==> config.mk <==
export PLATFORM = sky130hd
export DESIGN_NAME = mul_pipe
export DESIGN_NICKNAME = d
export VERILOG_FILES = /design/src/rtl/mul_pipe.sv
export SDC_FILE = /design/constraint.sdc
export NUM_CORES = 2
export LEC_CHECK = 0
export CAP_MARGIN = 5
export CORE_UTILIZATION = 45
export DETAILED_ROUTE_END_ITERATION = 16
export HOLD_SLACK_MARGIN = 0.06
export PLACE_DENSITY_LB_ADDON = 0.25
export SLEW_MARGIN = 25
export SYNTH_ARGS = -nofsm -noshare
export SYNTH_HDL_FRONTEND = slang
export SYNTH_SLANG_ARGS = --single-unit
==> constraint.sdc <==
create_clock -name clk -period 2.9 [get_ports clk]
set_input_delay 0.87 -clock clk [delete_from_list [all_inputs] [get_ports clk]]
set_output_delay 0.87 -clock clk [all_outputs]
set_load 0.03 [all_outputs]
==> src/rtl/mul_pipe.sv <==
// Pipelined WIDTH x WIDTH multiplier with valid/tag pipeline, stall and flush.
// Optional MUL_PEND_TAG_EN exposes per-stage valid bits and tags.
module mul_pipe #(
   parameter int WIDTH  = 32,
   parameter int STAGES = 2,
   parameter int TAG_W  = 5
) (
   input  logic                    clk,
   input  logic                    rst,
   input  logic                    in_valid,
   output logic                    in_ready,
   input  logic [WIDTH-1:0]        src0,
   input  logic [WIDTH-1:0]        src1,
   input  logic [1:0]              op,
   input  logic [TAG_W-1:0]        in_tag,
   input  logic                    stall,
   input  logic                    flush,
   output logic                    out_valid,
   output logic [WIDTH-1:0]        out_res,
   output logic [TAG_W-1:0]        out_tag,
`ifdef MUL_PEND_TAG_EN
   output logic [STAGES-1:0]       pend_vld,
   output logic [STAGES*TAG_W-1:0] pend_tag,
`endif
   output logic                    busy
);

   localparam int PW = 2*WIDTH + 2;
   localparam int H  = (WIDTH + 1) / 2;

   if (STAGES < 1 || STAGES > 4) begin : g_bad_stages
      $error("mul_pipe: STAGES must be within 1..4");
   end

   logic                    ext_sgn;
   logic                    sel_hi;
   logic signed [PW-1:0]    a_w;
   logic signed [PW-1:0]    b_w;
   logic [STAGES-1:0]       vld;
   logic [TAG_W-1:0]        tag_q [STAGES];

   always_comb begin
      ext_sgn = 1'b0;
      sel_hi  = 1'b0;
      unique case (1'b1)
         (op == 2'b01): begin
            ext_sgn = 1'b1;
            sel_hi  = 1'b1;
         end
         (op == 2'b10): sel_hi = 1'b1;
         default: ;
      endcase
   end

   // Sign/zero extension straight to product width keeps the multiply exact.
   assign a_w = {{(PW-WIDTH){ext_sgn & src0[WIDTH-1]}}, src0};
   assign b_w = {{(PW-WIDTH){ext_sgn & src1[WIDTH-1]}}, src1};

   always_ff @(posedge clk or negedge rst) begin
      if (!rst) begin
         vld <= '0;
         for (int i = 0; i < STAGES; i++) tag_q[i] <= '0;
      end else if (flush) begin
         vld <= '0;
      end else if (!stall) begin
         vld[0]   <= in_valid;
         tag_q[0] <= in_tag;
         for (int i = 1; i < STAGES; i++) begin
            vld[i]   <= vld[i-1];
            tag_q[i] <= tag_q[i-1];
         end
      end
   end

   if (STAGES == 1) begin : g_one
      logic signed [PW-1:0] prod0;
      logic [WIDTH-1:0]     res_q;
      logic                 unused_hi;

      assign prod0     = a_w * b_w;
      assign unused_hi = ^prod0[PW-1:2*WIDTH];

      always_ff @(posedge clk or negedge rst) begin
         if (!rst) begin
            res_q <= '0;
         end else if (!stall) begin
            res_q <= sel_hi ? prod0[2*WIDTH-1:WIDTH]
                            : prod0[WIDTH-1:0];
         end
      end

      assign out_res = res_q;
   end else begin : g_multi
      logic signed [PW-1:0] pp_lo_d;
      logic signed [PW-1:0] pp_hi_d;
      logic signed [PW-1:0] pp_lo_q;
      logic signed [PW-1:0] pp_hi_q;
      logic                 hi0;
      logic signed [PW-1:0] prod1;
      logic [WIDTH-1:0]     res_d1;
      logic [WIDTH-1:0]     res_q [1:STAGES-1];
      logic                 unused_hi;

      // b = b_lo + (b >>> H) * 2^H, so the two partials sum back exactly.
      assign pp_lo_d = a_w * $signed({{(PW-H){1'b0}}, b_w[H-1:0]});
      assign pp_hi_d = a_w * (b_w >>> H);

      assign prod1     = pp_lo_q + (pp_hi_q <<< H);
      assign res_d1    = hi0 ? prod1[2*WIDTH-1:WIDTH]
                             : prod1[WIDTH-1:0];
      assign unused_hi = ^prod1[PW-1:2*WIDTH];

      always_ff @(posedge clk or negedge rst) begin
         if (!rst) begin
            hi0     <= 1'b0;
            pp_lo_q <= '0;
            pp_hi_q <= '0;
            for (int i = 1; i < STAGES; i++) res_q[i] <= '0;
         end else if (!stall) begin
            hi0      <= sel_hi;
            pp_lo_q  <= pp_lo_d;
            pp_hi_q  <= pp_hi_d;
            res_q[1] <= res_d1;
            for (int i = 2; i < STAGES; i++) res_q[i] <= res_q[i-1];
         end
      end

      assign out_res = res_q[STAGES-1];
   end

   assign in_ready  = !stall;
   assign out_valid = vld[STAGES-1];
   assign out_tag   = tag_q[STAGES-1];
   assign busy      = |vld;

`ifdef MUL_PEND_TAG_EN
   always_comb begin
      pend_vld = vld;
      pend_tag = '0;
      for (int i = 0; i < STAGES; i++)
         pend_tag[i*TAG_W +: TAG_W] = tag_q[i];
   end
`endif

endmodule
==> run_summary.xml <==
<?xml version="1.0" encoding="UTF-8"?>
<metrics>
  <group name="logic_synthesis">
    <metric name="post-synth-top-count-cell" unit="">inv_1</metric>
    <metric name="synth_compound_area_share" unit="%">7.98</metric>
    <metric name="post-synth-top-area-fraction" unit="%">45.2</metric>
    <metric name="yosysSeqAreaShare" unit="%">7.87</metric>
    <metric name="post_synth_mux_area_share" unit="%">0.891</metric>
    <metric name="post-synth-top-area-cell" unit="">fa_1</metric>
    <metric name="combinational_family_with_the_most_area_after_synthesis" unit="">adder cells</metric>
    <metric name="synth_cell_count_leaders" unit="">inv_1 (1,222), fa_1 (1,026), nand2_1 (843)</metric>
    <metric name="netlist-cell-type-count" unit="">100</metric>
    <metric name="yosys_warnings" unit="">0</metric>
    <metric name="post_synth_main_area_contributors" unit="">fa_1 (45%), inv_1 (10%), dfrtp_1 (7.9%)</metric>
    <metric name="netlist_instances" unit="">5150</metric>
    <metric name="per_instance_average_area_after_synthesis" unit="um2">8.83</metric>
    <metric name="synth-main-ff-cell" unit="">dfrtp_1</metric>
    <metric name="synth-edff-count" unit="">0</metric>
    <metric name="async_flop_share" unit="%">100</metric>
    <metric name="synth-xor-area-share" unit="%">2.46</metric>
    <metric name="synth-seq-cells" unit="">143</metric>
    <metric name="syn_area" unit="um2">45500</metric>
    <metric name="synth_fp_nets" unit="">6533</metric>
    <metric name="synthSimpleGateAreaFrac" unit="%">15.4</metric>
    <metric name="synth_adder_area_share" unit="%">52.9</metric>
  </group>
  <group name="detailed_routing">
    <metric name="mean_number_of_vias_per_cell" unit="">5.22</metric>
    <metric name="drc" unit="">0</metric>
    <metric name="finalWirelength" unit="um">145000</metric>
    <metric name="drt-initial-drc-count" unit="">2538</metric>
    <metric name="avgRoutedWirePerCell" unit="um">19.8</metric>
    <metric name="drtPass1Iterations" unit="">5</metric>
    <metric name="final_antenna_net_count" unit="">0</metric>
    <metric name="route.vias.total" unit="">38200</metric>
  </group>
  <group name="timing">
    <metric name="slew_viol_final" unit="">0</metric>
    <metric name="maxClockFrequency" unit="MHz">155</metric>
    <metric name="rel_slew_slack" unit="%">47.8</metric>
    <metric name="post-route-period-util" unit="%">223</metric>
    <metric name="grt_setup_unrepaired" unit="">true</metric>
    <metric name="final_critical_path_setup_slack" unit="ns">-3.57</metric>
    <metric name="timing_hold_violations_final" unit="">0</metric>
    <metric name="finalHoldWorstSlack" unit="ns">0.328</metric>
    <metric name="skew" unit="ns">0.0124</metric>
    <metric name="setup_viol_count_final" unit="">101</metric>
    <metric name="final.min_clock_period" unit="ns">6.47</metric>
    <metric name="least_margin_pin_slew" unit="ns">0.781</metric>
  </group>
  <group name="clock_network">
    <metric name="clock_tree_from_tritoncts" unit="">done</metric>
    <metric name="cts.clk_slew.worst_paths" unit="ns">0.08</metric>
    <metric name="cts_htree_levels" unit="">4</metric>
    <metric name="clock_sink_count" unit="">143</metric>
    <metric name="cts_hold_repair.buffers" unit="">0</metric>
    <metric name="clk_root_buffer_cell" unit="">clkbuf_16</metric>
    <metric name="clock_insertion_delay_worst_skew" unit="ns">0.47</metric>
    <metric name="cts_buffer_depth" unit="">2</metric>
    <metric name="cts_buf_count" unit="">17</metric>
  </group>
  <group name="placement">
    <metric name="place_congestion" unit="">0.897</metric>
    <metric name="port_buffers" unit="">115</metric>
    <metric name="place_hpwl" unit="um">107000</metric>
  </group>
  <group name="grt">
    <metric name="first_global_vias" unit="">40800</metric>
    <metric name="global_route.usage.total" unit="%">28.5</metric>
    <metric name="pin_count_of_the_biggest_net_entering_global_routing" unit="">134</metric>
    <metric name="global_route_wire_length_before_repair" unit="um">225000</metric>
    <metric name="globalRouteOverflowTotal" unit="">0</metric>
    <metric name="grt_antenna_before_repair" unit="">4</metric>
  </group>
  <group name="floorplanning">
    <metric name="die_width" unit="um">320</metric>
    <metric name="core_box_area" unit="um2">100000</metric>
    <metric name="start_util" unit="%">45.4</metric>
    <metric name="fp.dieH" unit="um">320</metric>
    <metric name="core.rowCount" unit="">116</metric>
    <metric name="design.portCount" unit="">116</metric>
    <metric name="die_area" unit="um2">102000</metric>
  </group>
  <group name="critical_path">
    <metric name="timing.setup.critical_path_class" unit="">in2reg</metric>
    <metric name="worst_ep_arrival_time" unit="ns">6.81</metric>
    <metric name="critical_path_peak_fanout" unit="">5</metric>
    <metric name="cp-start-kind" unit="">input port</metric>
    <metric name="endpoint_kind" unit="">flip-flop</metric>
    <metric name="critical-path-max-stage-delay" unit="ns">0.57</metric>
    <metric name="required" unit="ns">3.24</metric>
    <metric name="slowest_stage" unit="">fa_1</metric>
    <metric name="worst_path_most_repeated_cell" unit="">fa_1</metric>
  </group>
  <group name="final_layout">
    <metric name="antenna-diode-count" unit="">0</metric>
    <metric name="final_core_utilization" unit="%">61.7</metric>
    <metric name="flow.area_growth_from_synthesis" unit="%">35.8</metric>
    <metric name="num-nets-final" unit="">7390</metric>
    <metric name="filler_cells" unit="">8053</metric>
    <metric name="drive_above_1_share" unit="%">29.7</metric>
  </group>
  <group name="outcome">
    <metric name="outcome" unit="">finished with violations</metric>
    <metric name="violated_checks" unit="">negative setup slack</metric>
  </group>
  <group name="job">
    <metric name="drv.max_cap_violation_count" unit="">0</metric>
  </group>
  <group name="hold_path">
    <metric name="hold_path.class" unit="">in2async</metric>
  </group>
</metrics>
per-layer routing:
metal  track usage, %  routed length, um
met1             37.8              58800
met2             46.9              68700
met3             3.58               9710
met4             12.6               7680
met5                0                 36
per-stage QoR:
step | worst slack (ns) | setup TNS [ns] | area [um2] | std cells
2_1_floorplan | -3.51 | -242.96 | 47700 | 5150
3_3_place_gp | -4.50 | -342.24 | 54400 | 6984
3_5_place_dp | -4.56 | -347.18 | 54400 | 6984
4_1_cts | -3.52 | -259.76 | 60200 | 7259
5_1_grt | -3.72 | -281.30 | 61800 | 7318
6_report | -3.57 | -266.17 | 61800 | 7318
worst max-delay path, delay by kind of cell:
family          cells  cell delay, ns
fa+ha+maj           7            3.36
compound gates      7            1.32
buf+inv             8            0.77
simple gates        4            0.46
path summary, 6_finish.rpt:
| kind | endpoint | cells after the start | slack (ns) | startpoint |
|---|---|---|---|---|
| hold / removal | g_multi.pp_lo_q[36]$_DFFE_PN0N_ | 1 | 0.33 | rst |
| setup / recovery | g_multi.pp_lo_q[44]$_DFFE_PN0N_ | 26 | -3.57 | src0[13] |
| min in group clk | out_res[19]$_DFFE_PN0N_ | 1 | 0.48 | out_res[19]$_DFFE_PN0N_ |
| setup reg to reg | out_res[28]$_DFFE_PN0N_ | 13 | -0.18 | g_multi.pp_lo_q[16]$_DFFE_PN0N_ |
| hold reg to reg | out_res[19]$_DFFE_PN0N_ | 1 | 0.48 | out_res[19]$_DFFE_PN0N_ |
| max in group asynchronous | g_multi.pp_hi_q[21]$_DFFE_PN0N_ | 2 | 1.90 | rst |
cells in the final DEF, fill, tap and decap left out, drive strengths merged, types with 47 or more instances in the layout:
cell           instances
xor2                  53
a21oi                150
inv                 1232
nand2                845
o21ai                171
dfrtp                143
a21o                  75
clkdlybuf4s50         47
fa                  1026
nor2                 100
xnor2                 75
ha                   281
and2                 377
buf                 1004
cell type report:
cell class | instances | area [um2] | share of cell area [%]
clock buffer | 18 | 429 | 0.695
clock inverter | 14 | 174 | 0.281
inverter | 1224 | 4610 | 7.46
timing repair buffer | 1093 | 11700 | 18.9
sequential | 143 | 3580 | 5.80
tap | 1298 | 1620 | 2.63
multi-input combinational | 3528 | 39700 | 64.3
state kept, by name (all words and copies together) (netlist names):
name             flops
out_res             32
vld                  2
out_tag              5
g_multi.pp_lo_q     50
g_multi.hi0          1
g_multi.pp_hi_q     48
tag_q                5
kinds of logic after synthesis:
family	count (synthesis)
buffers and inverters	1479
adders and majority gates	1307
and+or+nand+nor	1501
DFF	143
AOI/OAI and AO/OA	554
muxes	38
xor gates and xnor gates	128
repair_timing:
action | in CTS | in global routing
gates resized for setup | 828 | 362
setup buffers | 215 | 76
setup endpoints to repair | 115 | 118
pin swaps | 392 | 287
cloned | 42 | 3
Power is not shown: default switching activity piles up to over one toggle a cycle in this logic, so the estimate is an artifact.
